`src/rtl/alu32_pkg.sv`:
```
// Shared constants and stage-1 register layout for the ALU32 carry-increment adder.
package alu32_pkg;

  localparam int WIDTH  = 32;
  localparam int SLICE  = 8;
  localparam int NSLICE = WIDTH / SLICE;

  // Everything stage 2 needs to finish the add; slice 0 is already final.
  typedef struct packed {
    logic                              a_msb;
    logic                              b_msb;
    logic [NSLICE-1:1]                 g;
    logic [NSLICE-1:1][SLICE-1:0]      r;
    logic                              c0;
    logic [SLICE-1:0]                  s0;
  } s1_t;

endpackage

```
`src/rtl/cia_slice8.sv`:
```
// 8-bit conditional incrementer used to apply a late slice carry-in.
module cia_slice8
  import alu32_pkg::*;
(
  input  logic [SLICE-1:0] a,
  input  logic             cin,
  output logic [SLICE-1:0] sum,
  output logic             cout
);

  assign {cout, sum} = {1'b0, a} + {{SLICE{1'b0}}, cin};

endmodule

```
`src/rtl/cia32_pipe.sv`:
```
// Two-stage 32-bit carry-increment adder: stage 1 forms per-slice carry-0 sums,
// stage 2 ripples slice carries through incrementers and registers sum and flags.
module cia32_pipe #(
  parameter int WIDTH = 32,
  parameter int SLICE = 8
) (
  input  logic             clk,
  input  logic             rst_n,
  input  logic             in_valid,
  output logic             in_ready,
  input  logic [WIDTH-1:0] a,
  input  logic [WIDTH-1:0] b,
  input  logic             cin,
  output logic             out_valid,
  input  logic             out_ready,
  output logic [WIDTH-1:0] sum,
  output logic             cout,
  output logic             ovf,
  output logic             zero
);

  localparam int NSLICE = alu32_pkg::NSLICE;

  if (WIDTH != alu32_pkg::WIDTH || SLICE != alu32_pkg::SLICE) begin : g_param_check
    $error("cia32_pipe supports only WIDTH=32 and SLICE=8");
  end

  alu32_pkg::s1_t   s1_q, s1_d;
  logic             s1_valid_q, s1_valid_d;
  logic             out_valid_q, out_valid_d;
  logic [WIDTH-1:0] sum_q, sum_d;
  logic             cout_q, cout_d;
  logic             ovf_q, ovf_d;
  logic             zero_q, zero_d;

  logic s2_adv, s1_adv, in_xfer;

  // Ready depends only on registered state and out_ready, never on in_valid.
  assign s2_adv   = ~out_valid_q | out_ready;
  assign s1_adv   = ~s1_valid_q | s2_adv;
  assign in_ready = s1_adv;
  assign in_xfer  = in_valid & s1_adv;

  always_comb begin
    // NOTE: every output of a combinational block gets a default first, so no path leaves it unassigned and no latch is inferred.
    s1_d = s1_q;
    if (in_xfer) begin
      {s1_d.c0, s1_d.s0} = {1'b0, a[SLICE-1:0]} + {1'b0, b[SLICE-1:0]}
                         + {{SLICE{1'b0}}, cin};
      for (int k = 1; k < NSLICE; k++) begin
        {s1_d.g[k], s1_d.r[k]} = {1'b0, a[k*SLICE +: SLICE]}
                               + {1'b0, b[k*SLICE +: SLICE]};
      end
      s1_d.a_msb = a[WIDTH-1];
      s1_d.b_msb = b[WIDTH-1];
    end
  end

  logic [SLICE-1:0] inc1, inc2, inc3;
  logic             ci1, ci2, ci3;
  logic             ic1, ic2, ic3;
  logic [WIDTH-1:0] sum_c;
  logic             cout_c;

  // A raw slice carry and an increment carry never coincide, so OR is exact.
  assign ci1 = s1_q.c0;
  cia_slice8 u_slice1 (.a(s1_q.r[1]), .cin(ci1), .sum(inc1), .cout(ic1));
  assign ci2 = s1_q.g[1] | ic1;
  cia_slice8 u_slice2 (.a(s1_q.r[2]), .cin(ci2), .sum(inc2), .cout(ic2));
  assign ci3 = s1_q.g[2] | ic2;
  cia_slice8 u_slice3 (.a(s1_q.r[3]), .cin(ci3), .sum(inc3), .cout(ic3));

  assign sum_c  = {inc3, inc2, inc1, s1_q.s0};
  assign cout_c = s1_q.g[3] | ic3;

  always_comb begin
    s1_valid_d  = s1_valid_q;
    out_valid_d = out_valid_q;
    sum_d       = sum_q;
    cout_d      = cout_q;
    ovf_d       = ovf_q;
    zero_d      = zero_q;

    if (in_xfer)     s1_valid_d = 1'b1;
    else if (s1_adv) s1_valid_d = 1'b0;

    // Result registers only load real data, so bubbles leave sum/flags untouched.
    if (s2_adv) begin
      out_valid_d = s1_valid_q;
      if (s1_valid_q) begin
        sum_d  = sum_c;
        cout_d = cout_c;
        ovf_d  = (s1_q.a_msb == s1_q.b_msb) & (sum_c[WIDTH-1] != s1_q.a_msb);
        zero_d = ~|sum_c;
      end
    end
  end

  always_ff @(posedge clk or negedge rst_n) begin
    if (!rst_n) begin
      // NOTE: the datapath is cleared along with the valids so sum and flags read 0, not X, out of reset.
      s1_q        <= '0;
      s1_valid_q  <= 1'b0;
      out_valid_q <= 1'b0;
      sum_q       <= '0;
      cout_q      <= 1'b0;
      ovf_q       <= 1'b0;
      zero_q      <= 1'b0;
    end else begin
      // NOTE: non-blocking assignments make all registers update together from pre-edge values.
      s1_q        <= s1_d;
      s1_valid_q  <= s1_valid_d;
      out_valid_q <= out_valid_d;
      sum_q       <= sum_d;
      cout_q      <= cout_d;
      ovf_q       <= ovf_d;
      zero_q      <= zero_d;
    end
  end

  assign out_valid = out_valid_q;
  assign sum       = sum_q;
  assign cout      = cout_q;
  assign ovf       = ovf_q;
  assign zero      = zero_q;

endmodule
```
`config.mk`:
```
export PLATFORM = sky130hd
export DESIGN_NAME = cia32_pipe
export DESIGN_NICKNAME = d
export VERILOG_FILES = /design/src/rtl/alu32_pkg.sv /design/src/rtl/cia_slice8.sv /design/src/rtl/cia32_pipe.sv
export SDC_FILE = /design/constraint.sdc
export NUM_CORES = 1
export LEC_CHECK = 0
export BUFFER_PORTS_ARGS = -buffer_cell sky130_fd_sc_hd__buf_2
export CORE_MARGIN = 2
export CORE_UTILIZATION = 50
export CTS_CLUSTER_SIZE = 28
export DETAILED_ROUTE_END_ITERATION = 10
export PLACE_DENSITY = 0.77
export SLEW_MARGIN = 15
export SYNTH_ARGS = -nofsm -noshare
export SYNTH_HDL_FRONTEND = slang
export SYNTH_SLANG_ARGS = --single-unit
```
`constraint.sdc`:
```
create_clock -name clk -period 9 [get_ports clk]
set_clock_uncertainty 0.15 [all_clocks]
set_input_delay 1.8 -clock clk [delete_from_list [all_inputs] [get_ports clk]]
set_output_delay 1.8 -clock clk [all_outputs]
set_load 0.05 [all_outputs]
```
### After elaboration in Yosys (flattened, before gate mapping)

Cells that the tools add are included.

| word-level totals | value |
|---|---|
| flip-flop bits (word level) | 75 |
| bits of input ports | 69 |
| word-level logic and storage cells | 39 |
| output and inout port bits | 37 |

| operators by class | value |
|---|---|
| add/sub/neg operators | 8 |
| reductions and logical operators | 4 |
| bitwise logic cells | 9 |
| eq/ne operators | 2 |
| mux-type cells | 2 |

Operators by type and width:

| cell | number |
|---|---|
| $add A8 B8 Y9 | 4 |
| $reduce_or A32 Y1 | 1 |
| $add A8 B1 Y9 | 3 |
| $add A9 B1 Y9 | 1 |
| $or A1 B1 Y1 | 5 |
| $and A1 B1 Y1 | 2 |
| $mux W1 | 2 |
| $not A1 Y1 | 2 |
| $reduce_and A2 Y1 | 1 |
| $reduce_bool A2 Y1 | 1 |
| $eq A1 B1 Y1 | 1 |
| $logic_not A1 Y1 | 1 |
| $ne A1 B1 Y1 | 1 |

### Longest topological paths before layout

Gate-level depths: netlist of run 1.

| depth | value |
|---|---|
| word-level depth | 7 |
| gate-level depth with buffers | 17 |
| gate-level depth less buffers | 16 |

### Cells and area by module

From an unflattened synthesis of run 1, not the netlist that was laid out.

| second synthesis, totals | value |
|---|---|
| cells, all modules | 442 |
| area, all modules | 4588.2 µm² |

Modules (own cells, without submodules):

| module | cells each | seq. area each (µm²) | area an instance (µm²) | times used |
|---|---|---|---|---|
| cia32_pipe | 393 | 1876.8 | 4186.5 | 1 |
| cia_slice8 at u_slice1 ... | 16 | 0.0 | 137.6 | 2 |
| cia_slice8 at u_slice3 | 17 | 0.0 | 126.4 | 1 |

### Least setup slack after synthesis of run 1

No wires, ideal clock.

| timing path | value |
|---|---|
| path type | input-to-output |
| start point | input out_ready |
| end point | output in_ready |
| arrival time | 2.299 ns |
| path buffers | 0 |
| path slack | 4.751 ns |
| stages | 1 |
| required time | 7.050 ns |
| cells stage by stage | nand3b_1 |

| on the way | value |
|---|---|
| longest elaborated chain between the ends | 2 |

RTL lines:

| item | line | source |
|---|---|---|
| start, declared | cia32_pipe.sv:15 | `input logic out_ready,` |
| $or A1 B1 Y1 | cia32_pipe.sv:39 | `assign s2_adv = ~out_valid_q \| out_ready;` |
| $or A1 B1 Y1 | cia32_pipe.sv:40 | `assign s1_adv = ~s1_valid_q \| s2_adv;` |
| end, declared | cia32_pipe.sv:10 | `output logic in_ready,` |

Every way passes these cells.

### Final worst setup path of run 1

Ends and elaborated chain as after synthesis.

==> run_results.csv, run 1 <==
group,metric,value,unit
finish,layout-drive-gt1-share,25.2,%
finish,final_net_count,689,
pwr,power.total,1.23,mW
cts,hold_buffers,0,
route,drt-vias-per-instance,5.32,
synthesis,post_synth.cell_area_avg,9.42,sq um
synthesis,seq_area_frac_synth,41.8,%
sta,max_freq,231,MHz
setup_path,reg2regPathDepth,16,
synthesis,yosys_most_used_dff,"dfrtp_1",
setup_path,timing_worst_setup_path_type,"in -> out",
route,drt_first_pass_iters,4,
outcome,status,"complete, no violations",
sta,period_minus_slack,4.32,ns
finish,post-route-util,60.8,%
global_route,grt_antenna_before_repair,0,
setup_path,crit_chain,"buf_2 -> nand3b_1 -> buf_2",
synthesis,post_synth_most_frequent_cells,"dfrtp_1, nand2_1, o21ai_0",
global_route,grt_pass1_vias,3602,
floorplan,row_count,34,
synthesis,yosys-top-cells-area,"dfrtp_1, ha_1, nand2_1",
synthesis,top_cell_type_by_total_area_after_synthesis,"dfrtp_1",
synthesis,synth_seq_cells,75,
cts,cts_tree,"yes",
synthesis,synth_enable_flop_cells,0,
worst_hold_path,worst_hold_path_type,"reg -> reg",
cts,post_cts_resized,0,
synthesis,yosysWarnings,0,
global_route,gr-total-overflow,0,
sta,hold_viol_final,0,
pwr,ir_drop_worst_case_vdd,0.000131,V
global_route,use_met1,27.4,%
synthesis,syn_area,4490,sq um
route,drtAntennaViolNets,0,
synthesis,synthMostInstantiatedCell,"dfrtp_1",
cts,cts-buffers-inserted,9,
sta,final_min_period_over_clock_period,48.0,%
cts,cts.repair_timing.setup_buffer_count,0,
finish,area_taken_by_multi_input_logic_gates,2460,sq um
setup_path,critical_path_arrival,2.37,ns
setup_path,critical-path-slowest-cell,"buf_2",
setup_path,required_worst_endpoint,7.05,ns
finish,num_antenna_cells,0,
global_route,grt.met3_usage,4.61,%
finish,syn2layout_area_growth,18.0,%
sta,grt_setup_unrepaired,"no",
sta,drv_slew,0,
global_route,global_route.peak_usage_layer,"met2",
route,first_iter_violations,162,
cts,clk_pin_slew,0.08,ns
pwr,p_leak,2.57,nW
finish,layout.filler_cells,753,
synthesis,count_of_distinct_cell_types_in_the_synthesized_netlist,41,
cts,numClockSinks,75,
floorplan,ios,106,
cts,worstSkewPairLatency,0.35,ns
place,globalplace.congestion,0.812,
global_route,groute.usage.overall,20.7,%
sta,tns,0,ns
pwr,p_int,700,uW
run,max-cap-violations,0,
setup_path,crit_cells,3,
pwr,pwr-share-seq,39.7,%
floorplan,start_util,51.5,%
cts,cts_root_buffer_type,"clkbuf_8",
floorplan,core_region_area,8720,sq um
pwr,clock_power_share,21.3,%
setup_path,path_common_cell,"buf_2",
synthesis,synth.net_count,588,
synthesis,asyncSetResetFlopFracSynth,100,%
cts,htree_levels,3,
global_route,maximum_number_of_pins_on_one_net_before_global_route_repair,76,
setup_path,worst_path_dominant_cell_family,"buffers and inverters",
route,post_drt_wl_per_cell,14.0,um
synthesis,syn_inst,477,
synthesis,yosysTopAreaCellShare,41.8,%
global_route,global_route_wire_length_before_repair,16.4,mm
pwr,power_switching_share,43.1,%
setup_path,cp-start-kind,"input port",
setup_path,critical_path.max_fanout,4,
setup_path,crit_buf_inv,2,
pwr,p_comb_share,39.0,%
pwr,power_density,232,nW/um^2
setup_path,cp-end-kind,"output pin",
place,dpl.hpwl,7.50,mm
place,place.port_buffers,105,
floorplan,dieWidth,98.8,um
sta,timing.final.setup_violations,0,
sta,worstMarginPinSlew,0.983,ns
sta,timing.slew.headroom,34.2,%
floorplan,design.die.area,9760,sq um
route,detail_route.drc_violations,0,
setup_path,critPathMaxStageDelay,0.26,ns
global_route,grt.met2_usage,34.0,%
route,wirelength,9.67,mm
route,routed-via-count,3679,
worst_hold_path,timing.hold.worst_path_depth,2,
floorplan,fp.dieH,98.8,um
cts,clock_tree.buffer_depth,2,
pwr,switchingPower,530,uW
finish,ff_latch_area,1880,sq um
## layer usage
metal	part of all wire, %	vias up
met4	1.5	0
met2	48	108
li1	-	1863
met5	0	-
met3	6.0	14
met1	45	1694
## state kept, by name, summed over array words and instances, names as in the netlist
register / count
ci1: 1
ovf: 1
cout: 1
s1_valid_q: 1
zero: 1
sum: 32
s1_q: 37
out_valid: 1
## logic make-up after synthesis
group	after synthesis	share of synthesized area, %
compound gates	110	14.6
xor+xnor	36	7.02
fa+ha+maj	42	12.5
buf+inv	42	3.56
flops	75	41.8
mux	17	4.20
simple gates	155	16.3
## cell usage in the layout (no fill, tap or decap), drive strengths merged, types with 2 or more instances in the layout
cell | synthesis | routed
nand3 | 17 | 17
nor2b | 5 | 5
fa | 5 | 5
o21bai | 4 | 4
clkinvlp | 0 | 2
or3 | 3 | 3
mux2i | 2 | 2
and3 | 6 | 6
nand4 | 3 | 3
o21a | 6 | 6
a21oi | 14 | 14
buf | 2 | 106
nor4 | 5 | 5
nor3 | 12 | 12
o31ai | 10 | 10
a31oi | 8 | 8
a211oi | 3 | 3
nor2 | 19 | 19
mux2 | 15 | 15
nand2 | 74 | 74
xor2 | 17 | 17
clkbuf | 14 | 9
nand2b | 6 | 6
inv | 26 | 27
dfrtp | 75 | 75
a21o | 4 | 4
ha | 37 | 37
xnor2 | 19 | 19
or2 | 2 | 2
o21ai | 55 | 55
clkinv | 0 | 3
## worst reg2reg max path, cell delays in order, from the launching register on
cell     delay, ns
dfrtp_1       0.36
ha_1          0.21
ha_1          0.30
nand3_1       0.11
o31ai_1       0.37
ha_1          0.26
ha_1          0.24
and3_1        0.28
a31o_2        0.18
ha_1          0.26
ha_1          0.31
nand3_1       0.11
nor2_1        0.28
nand3_1       0.14
o31ai_1       0.12
nand3_1       0.11
o31ai_1       0.24
## per-stage QoR
stage	hold WS (ns)	instances	setup WS (ns)	cell area, sq um
global route	0.366	691	4.48	5310
global placement	0.306	675	4.71	5100
CTS	0.335	691	4.68	5310
floorplan	0.302	477	4.75	4490
finish	0.332	691	4.68	5310
detailed placement	0.315	675	4.69	5100
## power groups by stage
stage / Combinational, mW / Clock [mW] / Sequential, mW
floorplan: 0.188 / 0 / 0.651
CTS: 0.484 / 0.263 / 0.488
global placement: 0.471 / 0 / 0.489
finish: 0.480 / 0.262 / 0.489
global route: 0.522 / 0.278 / 0.501
detailed placement: 0.482 / 0 / 0.494
## layout make-up
type / instances / share of cell area [%]
well taps: 108 / 2.55
repair buffers: 106 / 10.1
clock inverters: 7 / 1.44
multi-input cells: 360 / 46.4
flip-flops and latches: 75 / 35.4
inverters: 26 / 1.84
clock buffers: 9 / 2.33
## path summary, 6_finish.rpt
kind | from | end | slack (ns)
setup / recovery | out_ready | in_ready | 4.68
hold / removal | sum[26] | sum[26] | 0.33
setup reg to reg | ci1 | zero | 4.86
hold reg to reg | sum[26] | sum[26] | 0.33
max in group asynchronous | rst_n | sum[7] | 6.69
min in group asynchronous | rst_n | out_valid | 1.43
(Power assumes the default switching activity.)
==> run 2: changes to the inputs <==
--- a/config.mk
+++ b/config.mk
@@ -5,12 +5,13 @@
 export SDC_FILE = /design/constraint.sdc
 export NUM_CORES = 1
 export LEC_CHECK = 0
+export ABC_AREA = 1
 export BUFFER_PORTS_ARGS = -buffer_cell sky130_fd_sc_hd__buf_2
 export CORE_MARGIN = 2
-export CORE_UTILIZATION = 50
+export CORE_UTILIZATION = 49
 export CTS_CLUSTER_SIZE = 28
 export DETAILED_ROUTE_END_ITERATION = 10
-export PLACE_DENSITY = 0.77
+export PLACE_DENSITY = 0.78
 export SLEW_MARGIN = 15
 export SYNTH_ARGS = -nofsm -noshare
 export SYNTH_HDL_FRONTEND = slang
==> constraint.sdc (replaced) <==
create_clock -name clk -period 3.9 [get_ports clk]
set_clock_uncertainty 0.15 [all_clocks]
set_input_delay 0.78 -clock clk [delete_from_list [all_inputs] [get_ports clk]]
set_output_delay 0.78 -clock clk [all_outputs]
set_load 0.05 [all_outputs]
==> run_results.csv, run 2 <==
group,metric,value,unit
setup_path,r2r_slack,0.41,ns
synthesis,yosysWarnings,0,
setup_path,cp-end-kind,"flip-flop",
pwr,clock_power_share,20.3,%
route,wirelength,10.6,mm
pwr,pwr-share-seq,37.2,%
finish,layout_commonest_cell,"nand2_1",
pwr,switchingPower,1.42,mW
cts,post_cts_resized,0,
sta,timing.slew.headroom,38.6,%
global_route,groute.usage.overall,22.6,%
cts,hold_buffers,0,
cts,clock_tree.buffer_depth,2,
global_route,grt_pass1_vias,3978,
pwr,power_switching_share,45.4,%
worst_hold_path,worst_hold_path_type,"reg -> reg",
finish,highest_count_cells_in_the_layout_ignoring_fill_and_taps,"nand2_1, buf_2, dfrtp_1",
setup_path,cp-start-kind,"flip-flop",
floorplan,start_util,50.3,%
finish,num_antenna_cells,0,
route,first_iter_violations,168,
cts,numClockSinks,75,
floorplan,core_region_area,9200,sq um
sta,grt_setup_unrepaired,"no",
cts,htree_levels,3,
cts,clk_pin_slew,0.07,ns
synthesis,syn_inst,584,
global_route,global_route_wire_length_before_repair,18.3,mm
sta,final_min_period_over_clock_period,89.4,%
setup_path,timing_worst_setup_path_type,"reg -> reg",
route,detail_route.drc_violations,0,
pwr,p_int,1.71,mW
route,drtAntennaViolNets,0,
pwr,power_density,573,nW/um^2
pwr,power.total,3.12,mW
synthesis,post_synth_most_frequent_cells,"nand2_1, dfrtp_1, inv_1",
cts,cts_root_buffer_type,"clkbuf_8",
sta,period_minus_slack,3.49,ns
finish,final_net_count,800,
synthesis,yosys-top-cells-area,"dfrtp_1, nand2_1, ha_1",
sta,hold_viol_final,0,
synthesis,synth_enable_flop_cells,0,
synthesis,syn_area,4630,sq um
floorplan,design.die.area,10200,sq um
pwr,p_leak,2.94,nW
route,routed-via-count,4177,
run,max-cap-violations,0,
place,place.port_buffers,105,
global_route,maximum_number_of_pins_on_one_net_before_global_route_repair,76,
finish,layout-drive-gt1-share,20.7,%
synthesis,count_of_distinct_cell_types_in_the_synthesized_netlist,31,
outcome,status,"complete, no violations",
setup_path,reg2regPathDepth,21,
place,globalplace.congestion,0.907,
synthesis,asyncSetResetFlopFracSynth,100,%
finish,layout.filler_cells,842,
synthesis,synthMostInstantiatedCell,"nand2_1",
synthesis,post_synth.cell_area_avg,7.92,sq um
setup_path,critical_path_arrival,3.65,ns
sta,tns,0,ns
finish,syn2layout_area_growth,17.9,%
place,dpl.hpwl,8.29,mm
floorplan,fp.dieH,101,um
sta,max_freq,287,MHz
cts,cts_tree,"yes",
finish,registers.top_by_ff_count,"s1_q",
synthesis,yosysTopAreaCellShare,40.6,%
floorplan,row_count,35,
route,drt_first_pass_iters,4,
cts,cts.repair_timing.setup_buffer_count,0,
global_route,gr-total-overflow,0,
cts,cts-buffers-inserted,9,
global_route,grt_antenna_before_repair,0,
cts,worstSkewPairLatency,0.37,ns
floorplan,dieWidth,101,um
pwr,p_comb_share,42.5,%
floorplan,ios,106,
finish,largest_register_ff_count,37,
pwr,ir_drop_worst_case_vdd,0.000287,V
sta,worstMarginPinSlew,0.921,ns
synthesis,top_cell_type_by_total_area_after_synthesis,"dfrtp_1",
sta,drv_slew,0,
setup_path,critical_path.max_fanout,5,
setup_path,required_worst_endpoint,4.06,ns
route,post_drt_wl_per_cell,13.1,um
route,drt-vias-per-instance,5.19,
synthesis,yosys_most_used_dff,"dfrtp_1",
synthesis,synth_seq_cells,75,
synthesis,seq_area_frac_synth,40.6,%
sta,timing.final.setup_violations,0,
worst_hold_path,timing.hold.worst_path_depth,2,
synthesis,synth.net_count,695,
run 2: stage by stage:
step / std cells / hold slack [ns] / area, sq um / worst slack, ns / util (%)
finish: 805 / 0.328 / 5450 / 0.412 / 59.3
floorplan: 584 / 0.303 / 4630 / 0.798 / -
detailed placement: 789 / 0.312 / 5240 / 0.453 / 57.0
global placement: 789 / 0.309 / 5240 / 0.628 / 57.0
global route: 805 / 0.362 / 5450 / 0.0365 / 59.3
CTS: 805 / 0.332 / 5450 / 0.456 / 59.3
run 2: layout make-up:
cell class	instances	area (sq um)	area share, %
Clock buffer	12	165	3.03
Clock inverter	4	47.5	0.872
Inverter	60	225	4.13
Multi-Input combinational cell	435	2450	45.0
Sequential cell	75	1880	34.4
Tap cell	111	139	2.55
Timing Repair Buffer	108	548	10.1
run 2: cell families (layout without fill, tap and decap cells):
family / Yosys count / count (layout) / share of synthesized area, %
simple gates: 280 / 280 / 25.8
compound gates: 94 / 94 / 11.5
flops: 75 / 75 / 40.6
buf+inv: 74 / 184 / 6.44
fa+ha+maj: 42 / 42 / 12.2
xor+xnor: 19 / 19 / 3.60
run 2: power groups by stage:
stage          registers (mW)  clock network, mW  logic (mW)
6_report                 1.16              0.633        1.33
2_1_floorplan            1.62                  0       0.518
3_5_place_dp             1.18                  0        1.33
5_1_grt                  1.20              0.671        1.46
3_3_place_gp             1.17                  0        1.30
4_1_cts                  1.16              0.636        1.33
run 2: layer usage:
metal | part of all wire (%) | track usage, %
met1 | 47 | 31.4
met3 | 4.3 | 3.31
met5 | 0 | 0
met2 | 46 | 35.8
met4 | 2.4 | 9.36
run 2: worst max-delay path, cell delays in order, from the launching register on:
cell,delay (ns)
dfrtp_1,0.36
ha_1,0.18
ha_1,0.22
nand2_1,0.08
nor2_1,0.12
nand3_1,0.11
o21bai_1,0.14
ha_1,0.24
ha_1,0.26
nand3_1,0.13
nor2_1,0.16
a31o_2,0.16
ha_1,0.17
ha_1,0.22
nand3_1,0.11
nor2_1,0.11
nand3_1,0.09
nand2_1,0.13
nand3_2,0.09
nor2_2,0.10
nand3_1,0.06
nand2_1,0.05
run 2: worst paths after layout:
kind	from	end
min in group asynchronous	rst_n	s1_q[0]
setup / recovery	s1_q[9]	zero
hold reg to reg	sum[13]	sum[13]
hold / removal	sum[13]	sum[13]
setup reg to reg	s1_q[9]	zero
max in group asynchronous	rst_n	s1_q[37]
==> run 3: changes to the inputs <==
--- a/config.mk
+++ b/config.mk
@@ -7,7 +7,7 @@
 export LEC_CHECK = 0
 export ABC_AREA = 1
 export BUFFER_PORTS_ARGS = -buffer_cell sky130_fd_sc_hd__buf_2
-export CORE_MARGIN = 2
+export CORE_MARGIN = 4
 export CORE_UTILIZATION = 49
 export CTS_CLUSTER_SIZE = 28
 export DETAILED_ROUTE_END_ITERATION = 10
==> run_results.csv, run 3 (same netlist as run 2, synthesis figures left out) <==
group,metric,value,unit
outcome,status,"complete, no violations",
cts,worstSkewPairLatency,0.36,ns
global_route,gr-total-overflow,0,
sta,whs,0.327,ns
cts,cts-buffers-inserted,9,
setup_path,critical_path.max_fanout,5,
finish,final_net_count,799,
cts,clock_tree.buffer_depth,2,
pwr,power.total,3.21,mW
route,drt_first_pass_iters,5,
route,post_drt_wl_per_cell,13.4,um
sta,period_minus_slack,3.58,ns
finish,layout-drive-gt1-share,20.6,%
pwr,power_density,586,nW/um^2
floorplan,design.die.area,11100,sq um
sta,hold_viol_final,0,
place,place_worst_setup_slack,0.342,ns
floorplan,ios,106,
floorplan,fp.dieH,105,um
setup_path,reg2regPathDepth,22,
finish,ff_latch_area,1880,sq um
finish,highest_count_cells_in_the_layout_ignoring_fill_and_taps,"nand2_1, buf_2, dfrtp_1",
route,detail_route.drc_violations,0,
sta,tns,0,ns
route,drt-vias-per-instance,5.18,
sta,max_freq,280,MHz
place,dpl.hpwl,8.51,mm
global_route,global_route_wire_length_before_repair,18.2,mm
setup_path,critical-path-slowest-cell,"dfrtp_1",
sta,worstMarginPinSlew,0.902,ns
global_route,grt_pass1_vias,4057,
sta,postLayoutSetupSlackWorst,0.324,ns
finish,layout_commonest_cell,"nand2_1",
global_route,maximum_number_of_pins_on_one_net_before_global_route_repair,76,
sta,drv_slew,0,
route,routed-via-count,4161,
cts,clk_pin_slew,0.08,ns
route,wirelength,10.8,mm
route,first_iter_violations,268,
setup_path,path_common_cell,"ha_1",
global_route,groute.usage.overall,20.2,%
cts,hold_buffers,0,
finish,num_antenna_cells,0,
cts,cts_root_buffer_type,"clkbuf_8",
finish,registers.top_by_ff_count,"s1_q",
setup_path,critical_path_arrival,3.72,ns
sta,timing.final.setup_violations,0,
finish,largest_register_ff_count,37,
cts,post_cts_resized,0,
finish,layout.filler_cells,802,
sta,timing.slew.headroom,39.8,%
global_route,grt_antenna_before_repair,0,
setup_path,crit_chain,"ha_1 -> ha_1 -> nand2_1 -> nor2_1 -> nand3_1 -> o21bai_1 -> ha_1 -> ha_1 -> nand3_1 -> nor2_1 -> a31o_2 -> ha_1 -> ha_1 -> nor2_1 -> nand2_1 -> nor2_1 -> nand2_1 -> nor2_1 -> nand3_1 -> nor2_2 -> nand3_1 -> nand2_1",
setup_path,crit_start,"ci1",
pwr,ir_drop_worst_case_vdd,0.000247,V
setup_path,r2r_slack,0.32,ns
setup_path,timing.critical_path.to,"zero",
floorplan,start_util,50.3,%
pwr,p_leak,2.94,nW
finish,post-route-util,59.5,%
worst_hold_path,worst_hold_path_type,"reg -> reg",
place,place.port_buffers,105,
run,max-cap-violations,0,
finish,syn2layout_area_growth,18.4,%
setup_path,critPathMaxStageDelay,0.39,ns
setup_path,crit-reg2reg-capture,"zero",
floorplan,row_count,35,
setup_path,cp-start-kind,"flip-flop",
setup_path,required_worst_endpoint,4.04,ns
route,drtAntennaViolNets,0,
sta,grt_setup_unrepaired,"no",
finish,area_taken_by_multi_input_logic_gates,2450,sq um
place,globalplace.congestion,0.856,
cts,cts_tree,"yes",
sta,final_min_period_over_clock_period,91.7,%
cts,numClockSinks,75,
floorplan,core_region_area,9200,sq um
cts,cts.repair_timing.setup_buffer_count,0,
setup_path,cp-end-kind,"flip-flop",
cts,htree_levels,3,
setup_path,timing_worst_setup_path_type,"reg -> reg",
floorplan,dieWidth,105,um
setup_path,timing.rr.start,"ci1",
## run 3: worst max-delay path: cells and delay by family, from the launching register on
family                     cells  cell delay, ns
adders and majority gates      6            1.35
DFF                            1            0.39
and+or+nand+nor               14            1.29
AOI/OAI and AO/OA              2            0.32
## run 3: final cells by class
class | count | area share (%)
tap | 111 | 2.54
clock inverter | 7 | 2.13
inverter | 60 | 4.11
sequential | 75 | 34.3
timing repair buffer | 107 | 9.92
clock buffer | 9 | 2.26
multi-input combinational | 435 | 44.8
## run 3: how the worst min path moves through the flow
| stage | start | slack, ns | depth (start not counted) | endpoint |
|---|---|---|---|---|
| after floorplan | s1_q[0] | 0.30 | 2 | s1_q[0] |
| after global placement | sum[2] | 0.31 | 2 | sum[2] |
| after detailed placement | sum[5] | 0.31 | 2 | sum[5] |
| after CTS | sum[5] | 0.33 | 2 | sum[5] |
| after global routing | sum[9] | 0.37 | 2 | sum[9] |
| final | sum[5] | 0.33 | 2 | sum[5] |
## run 3: where the power goes
group          switching, mW  internal [mW]
registers              0.166          0.997
clock network          0.290          0.423
logic                  0.973          0.362
## run 3: metrics by stage
| stage | area [sq um] | instances |
|---|---|---|
| after floorplan | 4630 | 584 |
| after global placement | 5240 | 788 |
| after detailed placement | 5240 | 788 |
| after CTS | 5480 | 804 |
| after global routing | 5480 | 804 |
| final | 5480 | 804 |
## run 3: per-layer routing
layer  up-vias  GRT usage (%)  part of all wire (%)
met5         -              0                     0
met4         0           6.84                   2.5
met3        24           4.14                   5.5
met2       130           32.8                    46
met1      1893           26.9                    46
li1       2114              -                     -
